## config.mk

```make
export PLATFORM = sky130hd
export DESIGN_NAME = ex_mem_stage_flat
export DESIGN_NICKNAME = d
export VERILOG_FILES = /design/src/rtl/ex_mem_stage_if.sv /design/src/rtl/ex_mem_stage.sv /design/src/flat_wrapper.sv
export SDC_FILE = /design/constraint.sdc
export NUM_CORES = 1
export LEC_CHECK = 0
export ABC_AREA = 1
export BUFFER_PORTS_ARGS = -buffer_cell sky130_fd_sc_hd__buf_2
export CAP_MARGIN = 20
export CELL_PAD_IN_SITES_DETAIL_PLACEMENT = 1
export CELL_PAD_IN_SITES_GLOBAL_PLACEMENT = 2
export CORE_MARGIN = 1.5
export CORE_UTILIZATION = 27
export DETAILED_ROUTE_END_ITERATION = 8
export PLACE_DENSITY = 0.82
export SYNTH_ARGS = -nofsm -noshare
export SYNTH_HDL_FRONTEND = slang
export SYNTH_SLANG_ARGS = --single-unit
export TNS_END_PERCENT = 100
```

## constraint.sdc

```tcl
create_clock -name clk -period 1.3 [get_ports clk]
set_input_delay 0.065 -clock clk [delete_from_list [all_inputs] [get_ports clk]]
set_output_delay 0.065 -clock clk [all_outputs]
set_load 0.02 [all_outputs]
```

## src/rtl/ex_mem_stage_if.sv

```systemverilog
// EX -> MEM stage bus: EX-side instruction handshake and the MEM-side result handshake.
// The stage itself connects through the slave modport; the environment drives the master modport.
interface ex_mem_stage_if #(
    parameter int DATA_W  = 32,
    parameter int FUNCT_W = 6,
    parameter int REG_AW  = 5
);
    logic               ex_valid;
    logic               ex_ready;
    logic [FUNCT_W-1:0] ex_funct;
    logic [DATA_W-1:0]  ex_result_sum;
    logic               ex_overflow_sum;
    logic               ex_lt;
    logic               ex_wr_en;
    logic [REG_AW-1:0]  ex_wr_addr;
    logic [31:0]        ex_pc;

    logic               mem_valid;
    logic               mem_ready;
    logic [DATA_W-1:0]  mem_result;
    logic               mem_wr_en;
    logic [REG_AW-1:0]  mem_wr_addr;
    logic [31:0]        mem_pc;
    logic               mem_exc_ovf;

    modport master (
        output ex_valid, ex_funct, ex_result_sum, ex_overflow_sum, ex_lt,
               ex_wr_en, ex_wr_addr, ex_pc, mem_ready,
        input  ex_ready, mem_valid, mem_result, mem_wr_en, mem_wr_addr,
               mem_pc, mem_exc_ovf
    );

    modport slave (
        input  ex_valid, ex_funct, ex_result_sum, ex_overflow_sum, ex_lt,
               ex_wr_en, ex_wr_addr, ex_pc, mem_ready,
        output ex_ready, mem_valid, mem_result, mem_wr_en, mem_wr_addr,
               mem_pc, mem_exc_ovf
    );
endinterface

```

## src/rtl/ex_mem_stage.sv

```systemverilog
// EX/MEM pipeline register with result select, overflow qualification and a one-entry skid buffer.
// Optional: define EX_MEM_OVF_EXC_EN to enable the ADD/SUB arithmetic-overflow exception.
module ex_mem_stage #(
    parameter int DATA_W  = 32,
    parameter int FUNCT_W = 6,
    parameter int REG_AW  = 5
) (
    input  logic             clk,
    input  logic             rst_n,
    input  logic             flush,
    ex_mem_stage_if.slave    bus
);

    localparam logic [FUNCT_W-1:0] FUNCT_SLT  = 6'b101010;
    localparam logic [FUNCT_W-1:0] FUNCT_SLTU = 6'b101011;
`ifdef EX_MEM_OVF_EXC_EN
    localparam logic [FUNCT_W-1:0] FUNCT_ADD  = 6'b100000;
    localparam logic [FUNCT_W-1:0] FUNCT_SUB  = 6'b100010;
`endif

    typedef struct packed {
        logic [DATA_W-1:0] result;
        logic              wr_en;
        logic [REG_AW-1:0] wr_addr;
        logic [31:0]       pc;
`ifdef EX_MEM_OVF_EXC_EN
        logic              exc;
`endif
    } entry_t;

    localparam int ENTRY_W = $bits(entry_t);

    function automatic logic [DATA_W-1:0] sel_result(
        input logic [FUNCT_W-1:0] funct,
        input logic [DATA_W-1:0]  sum,
        input logic               lt
    );
        logic [DATA_W-1:0] r;
        case (funct)
            FUNCT_SLT, FUNCT_SLTU: r = {{(DATA_W-1){1'b0}}, lt};
            default:               r = sum;
        endcase
        return r;
    endfunction

`ifdef EX_MEM_OVF_EXC_EN
    // Only the trapping add/sub forms raise the exception; ADDU/SUBU wrap silently.
    function automatic logic ovf_exc(
        input logic [FUNCT_W-1:0] funct,
        input logic               ovf
    );
        logic e;
        case (funct)
            FUNCT_ADD, FUNCT_SUB: e = ovf;
            default:              e = 1'b0;
        endcase
        return e;
    endfunction
`endif

    logic   main_valid_q, main_valid_d;
    logic   skid_valid_q, skid_valid_d;
    logic   ex_ready_q, ex_ready_d;
    entry_t main_q, main_d;
    entry_t skid_q, skid_d;
    entry_t new_entry_s;
    logic   accept_s;
    logic   fire_s;

    // Build the entry that an accepted EX instruction would store.
    always_comb begin
        new_entry_s         = entry_t'({ENTRY_W{1'b0}});
        new_entry_s.result  = sel_result(bus.ex_funct, bus.ex_result_sum, bus.ex_lt);
        new_entry_s.wr_addr = bus.ex_wr_addr;
        new_entry_s.pc      = bus.ex_pc;
`ifdef EX_MEM_OVF_EXC_EN
        new_entry_s.exc     = ovf_exc(bus.ex_funct, bus.ex_overflow_sum);
        new_entry_s.wr_en   = bus.ex_wr_en & ~new_entry_s.exc;
`else
        new_entry_s.wr_en   = bus.ex_wr_en;
`endif
    end

    // Next-state for the main/skid pair; flush wins over accept and fire.
    always_comb begin
        main_valid_d = main_valid_q;
        skid_valid_d = skid_valid_q;
        main_d       = main_q;
        skid_d       = skid_q;
        accept_s     = bus.ex_valid & ex_ready_q;
        fire_s       = main_valid_q & bus.mem_ready;

        if (flush) begin
            main_valid_d = 1'b0;
            skid_valid_d = 1'b0;
            main_d.wr_en = 1'b0;
        end else if (skid_valid_q) begin
            // ex_ready was low, so nothing can be accepted while the skid is occupied.
            if (fire_s) begin
                main_d       = skid_q;
                skid_valid_d = 1'b0;
            end else begin
                main_d       = main_q;
            end
        end else if (!main_valid_q || fire_s) begin
            if (accept_s) begin
                main_d       = new_entry_s;
                main_valid_d = 1'b1;
            end else begin
                main_valid_d = 1'b0;
                main_d.wr_en = 1'b0;
            end
        end else begin
            if (accept_s) begin
                skid_d       = new_entry_s;
                skid_valid_d = 1'b1;
            end else begin
                skid_valid_d = skid_valid_q;
            end
        end

        ex_ready_d = ~skid_valid_d;
    end

    // State registers; async reset clears both entries and opens the input.
    always_ff @(posedge clk or negedge rst_n) begin
        if (!rst_n) begin
            main_valid_q <= 1'b0;
            skid_valid_q <= 1'b0;
            ex_ready_q   <= 1'b1;
            main_q       <= entry_t'({ENTRY_W{1'b0}});
            skid_q       <= entry_t'({ENTRY_W{1'b0}});
        end else begin
            main_valid_q <= main_valid_d;
            skid_valid_q <= skid_valid_d;
            ex_ready_q   <= ex_ready_d;
            main_q       <= main_d;
            skid_q       <= skid_d;
        end
    end

    assign bus.ex_ready    = ex_ready_q;
    assign bus.mem_valid   = main_valid_q;
    assign bus.mem_result  = main_q.result;
    assign bus.mem_wr_en   = main_q.wr_en;
    assign bus.mem_wr_addr = main_q.wr_addr;
    assign bus.mem_pc      = main_q.pc;
`ifdef EX_MEM_OVF_EXC_EN
    assign bus.mem_exc_ovf = main_q.exc;
`else
    logic unused_ovf_s;
    assign unused_ovf_s    = bus.ex_overflow_sum;
    assign bus.mem_exc_ovf = 1'b0;
`endif

endmodule
```

## src/flat_wrapper.sv

```systemverilog
// flat-port wrapper written by rule: the top's interface ports become plain ports
module ex_mem_stage_flat 
#(
    parameter int DATA_W  = 32,
    parameter int FUNCT_W = 6,
    parameter int REG_AW  = 5
)
  (clk, rst_n, flush, bus_ex_valid, bus_ex_funct, bus_ex_result_sum, bus_ex_overflow_sum, bus_ex_lt, bus_ex_wr_en, bus_ex_wr_addr, bus_ex_pc, bus_mem_ready, bus_ex_ready, bus_mem_valid, bus_mem_result, bus_mem_wr_en, bus_mem_wr_addr, bus_mem_pc, bus_mem_exc_ovf);
  ex_mem_stage_if #(.DATA_W(DATA_W), .FUNCT_W(FUNCT_W), .REG_AW(REG_AW)) bus_i ();
  input  logic clk;
  input  logic rst_n;
  input  logic flush;
  input wire logic [$bits(bus_i.ex_valid)-1:0] bus_ex_valid;
  input wire logic [$bits(bus_i.ex_funct)-1:0] bus_ex_funct;
  input wire logic [$bits(bus_i.ex_result_sum)-1:0] bus_ex_result_sum;
  input wire logic [$bits(bus_i.ex_overflow_sum)-1:0] bus_ex_overflow_sum;
  input wire logic [$bits(bus_i.ex_lt)-1:0] bus_ex_lt;
  input wire logic [$bits(bus_i.ex_wr_en)-1:0] bus_ex_wr_en;
  input wire logic [$bits(bus_i.ex_wr_addr)-1:0] bus_ex_wr_addr;
  input wire logic [$bits(bus_i.ex_pc)-1:0] bus_ex_pc;
  input wire logic [$bits(bus_i.mem_ready)-1:0] bus_mem_ready;
  output wire logic [$bits(bus_i.ex_ready)-1:0] bus_ex_ready;
  output wire logic [$bits(bus_i.mem_valid)-1:0] bus_mem_valid;
  output wire logic [$bits(bus_i.mem_result)-1:0] bus_mem_result;
  output wire logic [$bits(bus_i.mem_wr_en)-1:0] bus_mem_wr_en;
  output wire logic [$bits(bus_i.mem_wr_addr)-1:0] bus_mem_wr_addr;
  output wire logic [$bits(bus_i.mem_pc)-1:0] bus_mem_pc;
  output wire logic [$bits(bus_i.mem_exc_ovf)-1:0] bus_mem_exc_ovf;
  assign bus_i.ex_valid = bus_ex_valid;
  assign bus_i.ex_funct = bus_ex_funct;
  assign bus_i.ex_result_sum = bus_ex_result_sum;
  assign bus_i.ex_overflow_sum = bus_ex_overflow_sum;
  assign bus_i.ex_lt = bus_ex_lt;
  assign bus_i.ex_wr_en = bus_ex_wr_en;
  assign bus_i.ex_wr_addr = bus_ex_wr_addr;
  assign bus_i.ex_pc = bus_ex_pc;
  assign bus_i.mem_ready = bus_mem_ready;
  assign bus_ex_ready = bus_i.ex_ready;
  assign bus_mem_valid = bus_i.mem_valid;
  assign bus_mem_result = bus_i.mem_result;
  assign bus_mem_wr_en = bus_i.mem_wr_en;
  assign bus_mem_wr_addr = bus_i.mem_wr_addr;
  assign bus_mem_pc = bus_i.mem_pc;
  assign bus_mem_exc_ovf = bus_i.mem_exc_ovf;
  ex_mem_stage #(.DATA_W(DATA_W), .FUNCT_W(FUNCT_W), .REG_AW(REG_AW)) u_core (.clk(clk), .rst_n(rst_n), .flush(flush), .bus(bus_i));
endmodule
```

# Word level (Yosys, flattened, before mapping)

Index checks and enable logic that the tools add are counted.

Output and inout port bits: 73
Register bits: 143
Word-level logic and storage cells: 49

Eq/ne operators: 5
Muxes and demuxes: 16
Reductions and logical operators: 11
Bitwise gates (word level): 6

Operators by type and width:

| cell               | number |
|---|---|
| $mux 70            | 3 |
| $mux 32            | 2 |
| $mux 37            | 1 |
| $eq 6x6->1 const B | 2 |
| $mux 1             | 10 |
| $reduce_and 4->1   | 2 |
| $reduce_bool 2->1  | 3 |
| $ne 2x2->1 const B | 2 |
| $not 1->1          | 4 |
| $reduce_and 2->1   | 2 |
| $ne 3x3->1 const B | 1 |
| $reduce_bool 3->1  | 1 |
| $and 1x1->1        | 2 |
| $reduce_or 2->1    | 1 |
| $logic_not 1->1    | 1 |
| $logic_or 1x1->1   | 1 |

# Logic depth before layout (Yosys ltp)

Gate-level depths: netlist of run 1.

Depth in word-level cells: 7
Depth in mapped cells: 9

# Least setup slack after synthesis of run 1

OpenSTA, ideal clock, no wires.

Path type: reg2reg
Start point: register u_core.ex_ready_q (netlist: u_core.bus.ex_ready)
End point: register u_core.skid_q[18] in the netlist's numbering
Cell stages (with the launch flop): 8
Arrival: 1.352 ns
Path buffers: 2
Slack: -0.182 ns
Clock period less this slack: 1.482 ns
Required time: 1.170 ns
Setup time: 0.130 ns
Cell sequence: dfstp_2 > nand2_1 > nor2_1 > nand2_2 > buf_2 > buf_2 > nand2_1 > o21ai_0

Longest elaborated chain between the ends: 2

Ends and longest elaborated chain:

| item                              | RTL line            | RTL |
|---|---|---|
| from (decl)                       | ex_mem_stage.sv:63  | `logic ex_ready_q, ex_ready_d;` |
| from (signal assigned)            | ex_mem_stage.sv:136 | `ex_ready_q <= ex_ready_d;` |
| $and 1x1->1                       | ex_mem_stage.sv:90  | `accept_s = bus.ex_valid & ex_ready_q;` |
| $reduce_and 4->1 (no source line) | n/a                 |  |
| to (signal assigned)              | ex_mem_stage.sv:132 | `skid_q <= entry_t'({ENTRY_W{1'b0}});` |
| to (signal assigned)              | ex_mem_stage.sv:138 | `skid_q <= skid_d;` |
| to (decl)                         | ex_mem_stage.sv:65  | `entry_t skid_q, skid_d;` |

No other way between the ends.
A chain may end at the register's enable or synchronous reset.

# Worst setup path after layout of run 1

Start point: register u_core.ex_ready_q (netlist: u_core.bus.ex_ready)
End point: register u_core.main_q (netlist bit u_core.bus.mem_pc[5])

Longest elaborated chain between the ends: 3

Ends and longest elaborated chain:

| item                               | RTL line            | RTL |
|---|---|---|
| $and 1x1->1                        | ex_mem_stage.sv:90  |  |
| $reduce_bool 2->1 (no source line) | n/a                 |  |
| $reduce_and 4->1 (no source line)  | n/a                 |  |
| to (signal assigned)               | ex_mem_stage.sv:131 | `main_q <= entry_t'({ENTRY_W{1'b0}});` |
| to (signal assigned)               | ex_mem_stage.sv:137 | `main_q <= main_d;` |
| to (decl)                          | ex_mem_stage.sv:64  | `entry_t main_q, main_d;` |

No other way between the ends.

==> impl_metrics.py, run 1 <==
metrics = {
    "route": {
        "antenna_violating_nets_post_route": 0,
        "total_detailed_routing_wirelength_um": 20500,
        "vias": 6000,
        "initialDrtViolationCount": 253,
        "wire_per_inst_um": 15.0,
        "drtPass1Iterations": 4,
        "routed_via_density": 4.40,
        "drc": 0,
    },
    "clock_network": {
        "insertion_delay_ns": 0.42,
        "cts_tree": "yes",
        "ctsHtreeMaxLevel": 4,
        "cts_num_sinks": 143,
        "tritoncts.num_buffers": 17,
        "root_buffer": "sky130_fd_sc_hd__clkbuf_16",
        "cts.clk_slew.worst_paths_ns": 0.06,
        "cts_buffer_depth": 2,
    },
    "critical_path": {
        "rr_worst_depth": 7,
        "timing.rr.end": "u_core.bus.mem_pc[5]",
        "ff2ff_setup_slack_ns": -0.20,
        "worst-setup-path-type": "flop to flop",
        "crit_required_ns": 1.66,
        "path_max_fanout": 8,
        "critical_path.startpoint_type": "flop",
        "worst_setup_path_end_kind": "flop",
        "worstPathArrival_ns": 1.86,
        "regToRegStartpoint": "u_core.bus.ex_ready",
    },
    "worst_hold_path": {
        "holdCritStartpoint": "bus_ex_lt",
        "hold_end": "u_core.bus.mem_result[0]",
        "holdCritPathClass": "input pin to flop",
        "min_delay_path_depth": 5,
    },
    "floorplanning": {
        "initial_core_util_pct": 27.8,
        "io_pins": 156,
        "num_rows": 55,
        "floorplan.core_area_um2": 22800,
        "floorplan.die_area_um2": 24500,
        "chipWidth_um": 156,
        "height_of_the_die_um": 156,
    },
    "job": {
        "max-cap-violations": 0,
    },
    "grt": {
        "grt_start_max_net_pins": 61,
        "number_of_antenna_violations_at_the_first_check_in_global_routing": 1,
        "wire_length_of_the_first_global_routing_pass_um": 31600,
        "grt_overflow_total": 0,
        "grt_pass1_vias": 6224,
        "global_route.usage.total_pct": 16.4,
    },
    "placed_design": {
        "placedCellCount": 1251,
        "placement.cell_area_um2": 7630,
        "hpwl_um": 12200,
        "placement.io_buffers": 152,
        "place.gp.congestion": 0.724,
    },
    "pwr": {
        "internal_power_uw": 10200,
        "netSwitchingFraction_pct": 33.7,
        "static-leakage-power_uw": 0.00504,
        "seq_power_share_pct": 41.9,
        "power.switching_uw": 5170,
        "p_per_area_nw_per_um2": 1610,
        "logic_pwr_share_pct": 26.2,
        "worst_ir_drop_vdd_mv": 0.602,
        "clk_pwr_share_pct": 31.9,
    },
    "yosys": {
        "syn_area_cell_um2": 7.89,
        "number_of_synthesized_register_bits": 143,
        "synth_unique_cells": 21,
        "yosys_warnings": 0,
        "synth.net_count": 889,
        "synthCells": 806,
        "synth-seq-area-share_pct": 56.3,
        "syn-cell-area_um2": 6360,
    },
    "sta": {
        "drv_slew": 0,
        "finalWorstPathRequiredPeriod_ns": 1.50,
        "fmaxAchievable_mhz": 667,
        "post-route-worst-setup-slack_ns": -0.200,
        "clock_skew_ns": 0.00986,
        "layout_worst_path_cycle_share_pct": 115,
        "setup_repair_after_global_routing_missed_its_margin": "yes",
        "timing_hold_violations_final": 0,
        "count_of_final_setup_violators": 140,
    },
    "final_layout": {
        "syn_to_final_growth_pct": 49.9,
        "antenna-diode-count": 0,
        "utilization_pct": 41.7,
        "finish.cell_count_without_fillers": 1365,
        "nets": 1122,
        "drive_gt1_share_pct": 30.6,
        "non_filler_cell_area_final_um2": 9530,
    },
    "status": {
        "run_status": "complete, but fails checks",
        "violations": "negative setup slack",
    },
}
logic make-up after synthesis:
family	Yosys count	share of synthesized area [%]
and+or+nand+nor	446	27.5
DFF	143	56.3
AOI/OAI and AO/OA	110	8.92
buffers and inverters	106	7.17
other	1	0.0590
layout make-up:
type	instances	area [µm²]
flip-flops and latches	143	3580
clock buffers	21	450
well taps	313	392
clock inverters	11	133
fillers	2741	13300
inverters	60	238
multi-input cells	557	2700
repair buffers	260	2040
cell usage in the layout, fill, tap and decap left out, types with 2 or more instances in the layout:
cell	instances
sky130_fd_sc_hd__nor2_1	32
sky130_fd_sc_hd__buf_4	15
sky130_fd_sc_hd__bufinv_16	2
sky130_fd_sc_hd__inv_1	58
sky130_fd_sc_hd__nand2_1	314
sky130_fd_sc_hd__dlygate4sd3_1	73
sky130_fd_sc_hd__clkinvlp_4	5
sky130_fd_sc_hd__or2_2	18
sky130_fd_sc_hd__o21ai_2	4
sky130_fd_sc_hd__clkbuf_1	3
sky130_fd_sc_hd__o21ai_0	60
sky130_fd_sc_hd__buf_2	151
sky130_fd_sc_hd__o21ai_1	42
sky130_fd_sc_hd__nand3_4	2
sky130_fd_sc_hd__nand3_2	16
sky130_fd_sc_hd__inv_6	3
sky130_fd_sc_hd__nand3_1	3
sky130_fd_sc_hd__nand2_2	35
sky130_fd_sc_hd__nand2_4	11
sky130_fd_sc_hd__buf_12	13
sky130_fd_sc_hd__nor2_4	7
sky130_fd_sc_hd__dfrtp_1	141
sky130_fd_sc_hd__nor2_2	7
sky130_fd_sc_hd__clkbuf_16	23
stage by stage:
stage | total power (µW) | TNS, ns | hold WS (ns) | setup WS (ns)
global route | 16300 | -29.33 | 0.0644 | -0.265
floorplan | 8520 | -10.42 | -0.231 | -0.120
detailed placement | 10000 | -19.69 | -0.0308 | -0.201
finish | 15400 | -19.75 | 0.0449 | -0.200
CTS | 15200 | -17.96 | 0.0500 | -0.170
global placement | 9850 | -14.79 | -0.0336 | -0.144
power groups by stage:
stage / combinational [µW] / clock, µW / sequential [µW]
after floorplan: 1430 / 0 / 7090
after global placement: 3400 / 0 / 6440
after detailed placement: 3520 / 0 / 6480
after CTS: 3730 / 5060 / 6420
after global routing: 4490 / 5200 / 6590
final: 4020 / 4900 / 6440
how the worst max path moves through the flow:
stage,startpoint,to,slack [ns],cells after the start
3_5_place_dp,u_core.bus.ex_ready,u_core.skid_q[39],-0.20,7
3_3_place_gp,u_core.bus.ex_ready,u_core.bus.mem_pc[22],-0.14,6
4_1_cts,u_core.bus.ex_ready,u_core.skid_q[44],-0.17,7
5_1_grt,u_core.bus.ex_ready,u_core.skid_q[19],-0.26,7
6_report,u_core.bus.ex_ready,u_core.bus.mem_pc[5],-0.20,7
2_1_floorplan,u_core.bus.ex_ready,u_core.bus.mem_result[10],-0.12,7
cell usage after synthesis (all sizes together):
library cell  instances  share of area (%)
dfstp                 1               0.41
nand2               361                 21
conb                  1              0.059
a21oi                 1               0.14
nand3                21                1.7
a31oi                 1              0.098
or2                  18                1.8
o21ai               106                8.4
nor2                 46                2.7
dfrtp               142                 56
clkbuf               18                1.1
o21bai                1               0.12
inv                  60                3.5
buf                  28                2.6
o32a                  1               0.16
registers in the layout, summed over array words and instances, names as in the netlist:
name,flops
u_core.skid_valid_q,1
u_core.bus.ex_ready,1
u_core.skid_q,70
u_core.bus.mem_result,32
u_core.bus.mem_wr_en,1
u_core.bus.mem_valid,1
u_core.bus.mem_pc,32
u_core.bus.mem_wr_addr,5
critical path: stages (launching register included):
cell	delay, ns
sky130_fd_sc_hd__dfstp_2	0.56
sky130_fd_sc_hd__nand2_4	0.06
sky130_fd_sc_hd__a21oi_4	0.20
sky130_fd_sc_hd__nand2_8	0.15
sky130_fd_sc_hd__clkinv_8	0.13
sky130_fd_sc_hd__clkbuf_16	0.20
sky130_fd_sc_hd__nand2_4	0.05
sky130_fd_sc_hd__nand2_2	0.07
per-layer routing:
metal	wire length [µm]	vias up	track usage, %	share of wire [%]
met5	10	-	0	0.049
met2	10000	117	28.4	49
met4	250	2	4.90	1.2
met3	800	27	3.71	3.9
met1	9410	2914	20.2	46
li1	-	2940	-	-
timing repair:
item	CTS	global route
hold endpoints to repair	232	0
setup endpoints to repair	139	139
setup buffers	0	1
resized for setup	11	115
hold buffers	73	0
cloned	0	8
pin swaps	0	51
(Power assumes the default switching activity.)
==> inputs of run 2 (changes only) <==
PLACE_DENSITY = default   (was 0.82)
PLACE_DENSITY_LB_ADDON = 0.1   (was default)
==> impl_metrics.py, run 2 (synthesis gave the netlist of run 1 again) <==
metrics = {
    "route": {
        "drtPass1Iterations": 4,
        "antenna_violating_nets_post_route": 0,
        "wire_per_inst_um": 14.4,
        "drc": 0,
        "vias": 5943,
        "routed_via_density": 4.35,
        "initialDrtViolationCount": 255,
        "total_detailed_routing_wirelength_um": 19600,
    },
    "pwr": {
        "p_per_area_nw_per_um2": 1690,
        "static-leakage-power_uw": 0.00497,
        "internal_power_uw": 10600,
        "worst_ir_drop_vdd_mv": 0.777,
        "netSwitchingFraction_pct": 32.3,
        "seq_power_share_pct": 41.5,
        "logic_pwr_share_pct": 24.6,
        "clk_pwr_share_pct": 33.9,
        "power.total_uw": 15700,
        "power.switching_uw": 5060,
    },
    "status": {
        "violations": "negative setup slack",
        "run_status": "complete, but fails checks",
    },
    "final_layout": {
        "drive_gt1_share_pct": 26.1,
        "max_flop_register": "u_core.skid_q",
        "final_cell_mix": "sky130_fd_sc_hd__nand2_1, sky130_fd_sc_hd__buf_2, sky130_fd_sc_hd__dfrtp_1",
        "final_common_cell": "sky130_fd_sc_hd__nand2_1",
        "largest_reg_flops": 70,
        "non_filler_cell_area_final_um2": 9290,
        "utilization_pct": 40.6,
        "syn_to_final_growth_pct": 46.1,
        "antenna-diode-count": 0,
        "nets": 1123,
    },
    "critical_path": {
        "crit_required_ns": 1.60,
        "regToRegStartpoint": "u_core.bus.ex_ready",
        "path_max_fanout": 8,
        "critical_path.startpoint_type": "flop",
        "worst_setup_path_end_kind": "flop",
        "timing.critical_path.cells": "nand2_4, a21oi_4, nand2_4, buf_12, buf_16, nand2_4, nand2_1",
        "ff2ff_setup_slack_ns": -0.12,
        "cpPeakStageDelay_ns": 0.55,
        "worst-setup-path-type": "flop to flop",
        "rr_worst_depth": 7,
        "critical_path.most_common_cell": "sky130_fd_sc_hd__nand2_4",
        "timing.rr.end": "u_core.bus.mem_result[16]",
        "crit_path_top_delay_cell": "sky130_fd_sc_hd__dfstp_2",
        "worstPathArrival_ns": 1.72,
    },
    "clock_network": {
        "insertion_delay_ns": 0.42,
        "root_buffer": "sky130_fd_sc_hd__clkbuf_16",
        "cts.clk_slew.worst_paths_ns": 0.06,
        "ctsHtreeMaxLevel": 4,
        "cts_num_sinks": 143,
        "cts_buffer_depth": 2,
        "cts_tree": "yes",
        "tritoncts.num_buffers": 17,
    },
    "sta": {
        "post-route-worst-setup-slack_ns": -0.118,
        "layout_worst_path_cycle_share_pct": 109,
        "drv_slew": 0,
        "finalWorstPathRequiredPeriod_ns": 1.42,
        "count_of_final_setup_violators": 142,
        "clock_skew_ns": 0.0108,
        "timing_hold_violations_final": 0,
        "fmaxAchievable_mhz": 705,
        "setup_repair_after_global_routing_missed_its_margin": "yes",
    },
    "floorplanning": {
        "initial_core_util_pct": 27.8,
        "floorplan.core_area_um2": 22800,
        "io_pins": 156,
        "height_of_the_die_um": 156,
        "num_rows": 55,
        "chipWidth_um": 156,
        "floorplan.die_area_um2": 24500,
    },
    "worst_hold_path": {
        "min_delay_path_depth": 5,
        "holdCritStartpoint": "bus_mem_ready",
        "holdCritPathClass": "input pin to flop",
        "hold_end": "u_core.skid_valid_q",
    },
    "placed_design": {
        "place.gp.congestion": 0.710,
        "placement.cell_area_um2": 7670,
        "detailedPlace.worstSlack_ns": -0.149,
        "placement.io_buffers": 152,
        "hpwl_um": 13000,
    },
    "grt": {
        "wire_length_of_the_first_global_routing_pass_um": 32900,
        "met2_grt_util_pct": 29.9,
        "number_of_antenna_violations_at_the_first_check_in_global_routing": 0,
        "groute.layer.met1.usage_pct": 21.8,
        "globalRouteMet3Util_pct": 3.60,
        "globalRoute.busiestLayer": "met2",
        "global_route.usage.total_pct": 17.1,
        "grt_overflow_total": 0,
        "grt_pass1_vias": 6452,
        "grt_start_max_net_pins": 61,
    },
    "job": {
        "max-cap-violations": 0,
    },
}
[run 2: cell types whose count changed in the layout (fill, tap and decap cells not counted), sizes merged]
cell and change:
bufinv +2, clkbuf -7, clkinv -2, buf +7, clkinvlp +1
[run 2: power groups by stage]
| stage | logic (µW) | registers, µW | clock network [µW] |
|---|---|---|---|
| after floorplan | 1430 | 7090 | 0 |
| after global placement | 3440 | 6460 | 0 |
| after detailed placement | 3560 | 6520 | 0 |
| after CTS | 3840 | 6480 | 5450 |
| after global routing | 4310 | 6680 | 5660 |
| final | 3840 | 6500 | 5310 |
[run 2: worst max-delay path by stage]
stage                   startpoint                        end  slack (ns)  depth (start not counted)
2_1_floorplan  u_core.bus.ex_ready  u_core.bus.mem_result[10]       -0.12                          7
3_3_place_gp   u_core.skid_valid_q  u_core.bus.mem_result[22]       -0.13                          7
3_5_place_dp   u_core.bus.ex_ready      u_core.bus.mem_pc[25]       -0.15                          6
4_1_cts        u_core.bus.ex_ready  u_core.bus.mem_result[22]        -0.1                          7
5_1_grt        u_core.bus.ex_ready   u_core.bus.mem_result[4]       -0.19                          7
6_report       u_core.bus.ex_ready  u_core.bus.mem_result[16]       -0.12                          7
[run 2: final cells by class]
class                           count  area [µm²]
Fill cell                        2809       13600
Timing Repair Buffer              261        1980
Clock buffer                       20         457
Sequential cell                   143        3580
Clock inverter                     12         183
Multi-Input combinational cell    557        2460
Tap cell                          313         392
Inverter                           60         230
[run 2: through the flow]
stage	hold WS, ns	cells	setup TNS (ns)
2_1_floorplan	-0.231	806	-10.42
3_3_place_gp	0.0314	1256	-6.48
3_5_place_dp	0.0331	1256	-9.94
4_1_cts	0.0864	1365	-8.80
5_1_grt	0.112	1366	-17.96
6_report	0.103	1366	-7.70
[run 2: worst max-delay path: cells and delay by family, from the launching register on]
kind	cells	cell delay [ns]
simple gates	4	0.28
buf+inv	2	0.31
flops	1	0.55
compound gates	1	0.15
[run 2: routing by layer]
layer | vias to the layer above | routed length, µm
met4 | 0 | 155
met2 | 101 | 9740
met1 | 2884 | 9130
met3 | 13 | 623
met5 | - | 0
li1 | 2945 | -
[run 2: what timing repair did]
action,CTS,global route
endpoints found under the hold margin,211,0
gates cloned,2,0
pin swaps,7,5
setup buffers,2,1
hold buffers,73,0
endpoints found under the setup margin,140,142
resized for setup,26,37
==> inputs of run 3 (changes only) <==
CORE_UTILIZATION = 28   (was 27)
CTS_BUF_LIST = sky130_fd_sc_hd__clkbuf_4   (was default)
==> impl_metrics.py, run 3 (synthesis gave the netlist of run 1 again) <==
metrics = {
    "status": {
        "run_status": "complete, but fails checks",
        "violations": "negative setup slack",
    },
    "placed_design": {
        "placedCellCount": 1228,
        "placement.cell_area_um2": 7670,
        "placement.io_buffers": 152,
        "detailedPlace.worstSlack_ns": -0.210,
        "hpwl_um": 13000,
        "place.gp.congestion": 0.757,
    },
    "critical_path": {
        "worst-setup-path-type": "flop to flop",
        "path_max_fanout": 8,
        "worst_setup_path_end_kind": "flop",
        "crit_required_ns": 1.72,
        "worstPathArrival_ns": 1.98,
        "critical_path.startpoint_type": "flop",
    },
    "clock_network": {
        "ctsHtreeMaxLevel": 4,
        "cts.clk_slew.worst_paths_ns": 0.15,
        "root_buffer": "sky130_fd_sc_hd__clkbuf_4",
        "cts_num_sinks": 143,
        "cts_tree": "yes",
        "cts_buffer_depth": 2,
        "tritoncts.num_buffers": 17,
        "insertion_delay_ns": 0.55,
    },
    "pwr": {
        "worst_ir_drop_vdd_mv": 0.563,
        "static-leakage-power_uw": 0.00521,
        "power.total_uw": 14000,
        "p_per_area_nw_per_um2": 1410,
    },
    "final_layout": {
        "non_filler_cell_area_final_um2": 9950,
        "fillCellCount": 2652,
        "final_common_cell": "sky130_fd_sc_hd__nand2_1",
        "largest_reg_flops": 70,
        "finish.cell_count_without_fillers": 1369,
        "max_flop_register": "u_core.skid_q",
        "nets": 1157,
        "drive_gt1_share_pct": 37.9,
        "syn_to_final_growth_pct": 56.5,
        "final_cell_mix": "sky130_fd_sc_hd__nand2_1, sky130_fd_sc_hd__buf_2, sky130_fd_sc_hd__dfrtp_1",
    },
    "route": {
        "vias": 6189,
        "total_detailed_routing_wirelength_um": 21400,
        "wire_per_inst_um": 15.6,
        "routed_via_density": 4.52,
        "initialDrtViolationCount": 229,
        "drc": 0,
        "drtPass1Iterations": 4,
        "antenna_violating_nets_post_route": 0,
    },
    "sta": {
        "count_of_final_setup_violators": 142,
        "setup_repair_after_global_routing_missed_its_margin": "yes",
        "clock_skew_ns": 0.0236,
        "fin_hold_ws_ns": 0.144,
        "timing_hold_violations_final": 0,
        "layout_worst_path_cycle_share_pct": 120,
        "post-route-worst-setup-slack_ns": -0.258,
        "finalWorstPathRequiredPeriod_ns": 1.56,
        "drv_slew": 0,
        "fmaxAchievable_mhz": 642,
    },
    "worst_hold_path": {
        "holdCritPathClass": "input pin to flop",
    },
    "grt": {
        "number_of_antenna_violations_at_the_first_check_in_global_routing": 1,
        "grt_pass1_vias": 6587,
        "grt_start_max_net_pins": 56,
        "global_route.usage.total_pct": 17.4,
        "wire_length_of_the_first_global_routing_pass_um": 33000,
        "grt_overflow_total": 0,
    },
    "floorplanning": {
        "floorplan.core_area_um2": 22000,
        "chipWidth_um": 154,
        "io_pins": 156,
        "floorplan.die_area_um2": 23600,
        "initial_core_util_pct": 28.9,
        "num_rows": 54,
        "height_of_the_die_um": 154,
    },
    "job": {
        "max-cap-violations": 0,
    },
}
==> run 3: cell types whose count changed in the layout (fill, tap and decap cells not counted), moves of 19 or more <==
| cell | previous run | this run |
|---|---|---|
| sky130_fd_sc_hd__o21ai_0 | 63 | 37 |
| sky130_fd_sc_hd__nand2_4 | 12 | 41 |
| sky130_fd_sc_hd__nand2_2 | 13 | 42 |
| sky130_fd_sc_hd__nand2_1 | 336 | 278 |
| sky130_fd_sc_hd__o21ai_2 | 1 | 38 |
| sky130_fd_sc_hd__clkbuf_4 | 0 | 19 |
==> run 3: per-layer routing <==
layer  vias to the layer above  track usage [%]  wire (µm)  part of all wire, %
met2                       103             29.3      10600                   49
met5                         -                0          0                    0
met4                         0             5.87        361                  1.7
li1                       3037                -          -                    -
met1                      3026             22.9       9930                   46
met3                        23             2.71        559                  2.6
==> run 3: power breakdown <==
group | switching [µW] | leakage (µW) | internal, µW
registers | 922 | 0.00180 | 5700
logic | 2500 | 0.00327 | 1940
clock network | 1760 | 0.000143 | 1190
==> run 3: worst paths after layout <==
kind	end	from	slack [ns]	cells past startpoint
worst max-delay path	u_core.skid_q[40]	u_core.bus.ex_ready	-0.26	7
worst min-delay path	u_core.skid_q[59]	bus_ex_funct[2]	0.14	6
worst max register to register	u_core.skid_q[40]	u_core.bus.ex_ready	-0.26	7
worst min register to register	u_core.bus.mem_wr_addr[3]	u_core.bus.mem_wr_addr[3]	0.48	2
max in group asynchronous	u_core.bus.ex_ready	rst_n	0.18	4
min in group asynchronous	u_core.bus.mem_result[15]	rst_n	0.51	3
==> run 3: cell type report <==
type | instances | area (µm²) | area share [%]
Clock buffer | 19 | 143 | 1.43
Tap cell | 280 | 350 | 3.52
Multi-Input combinational cell | 560 | 3000 | 30.2
Timing Repair Buffer | 292 | 2490 | 25.0
Clock inverter | 13 | 139 | 1.40
Antenna cell | 2 | 5.00 | 0.0503
Sequential cell | 143 | 3580 | 36.0
Inverter | 60 | 238 | 2.39
==> run 3: repair_timing <==
| item | CTS | global route |
|---|---|---|
| gates resized for setup | 71 | 188 |
| buffers inserted | 2 | 10 |
| hold buffers | 76 | 0 |
| pin swaps | 0 | 25 |
| setup endpoints to repair | 141 | 145 |
| hold endpoints to repair | 286 | 0 |
| gates cloned | 2 | 18 |
==> run 3: worst max-delay path, cell delays in order, from the launching register on <==
cell	delay, ns
sky130_fd_sc_hd__dfstp_2	0.58
sky130_fd_sc_hd__nand2_4	0.07
sky130_fd_sc_hd__nor2_4	0.18
sky130_fd_sc_hd__buf_6	0.15
sky130_fd_sc_hd__nand2_8	0.12
sky130_fd_sc_hd__clkbuf_16	0.20
sky130_fd_sc_hd__nand2_1	0.07
sky130_fd_sc_hd__o21ai_1	0.07
==> run 3: per-stage QoR <==
stage          TNS [ns]  util (%)
2_1_floorplan    -10.42         -
3_3_place_gp      -9.67      34.8
3_5_place_dp     -16.24      34.8
4_1_cts          -11.98      40.5
5_1_grt          -24.88      45.2
6_report         -18.30      45.2
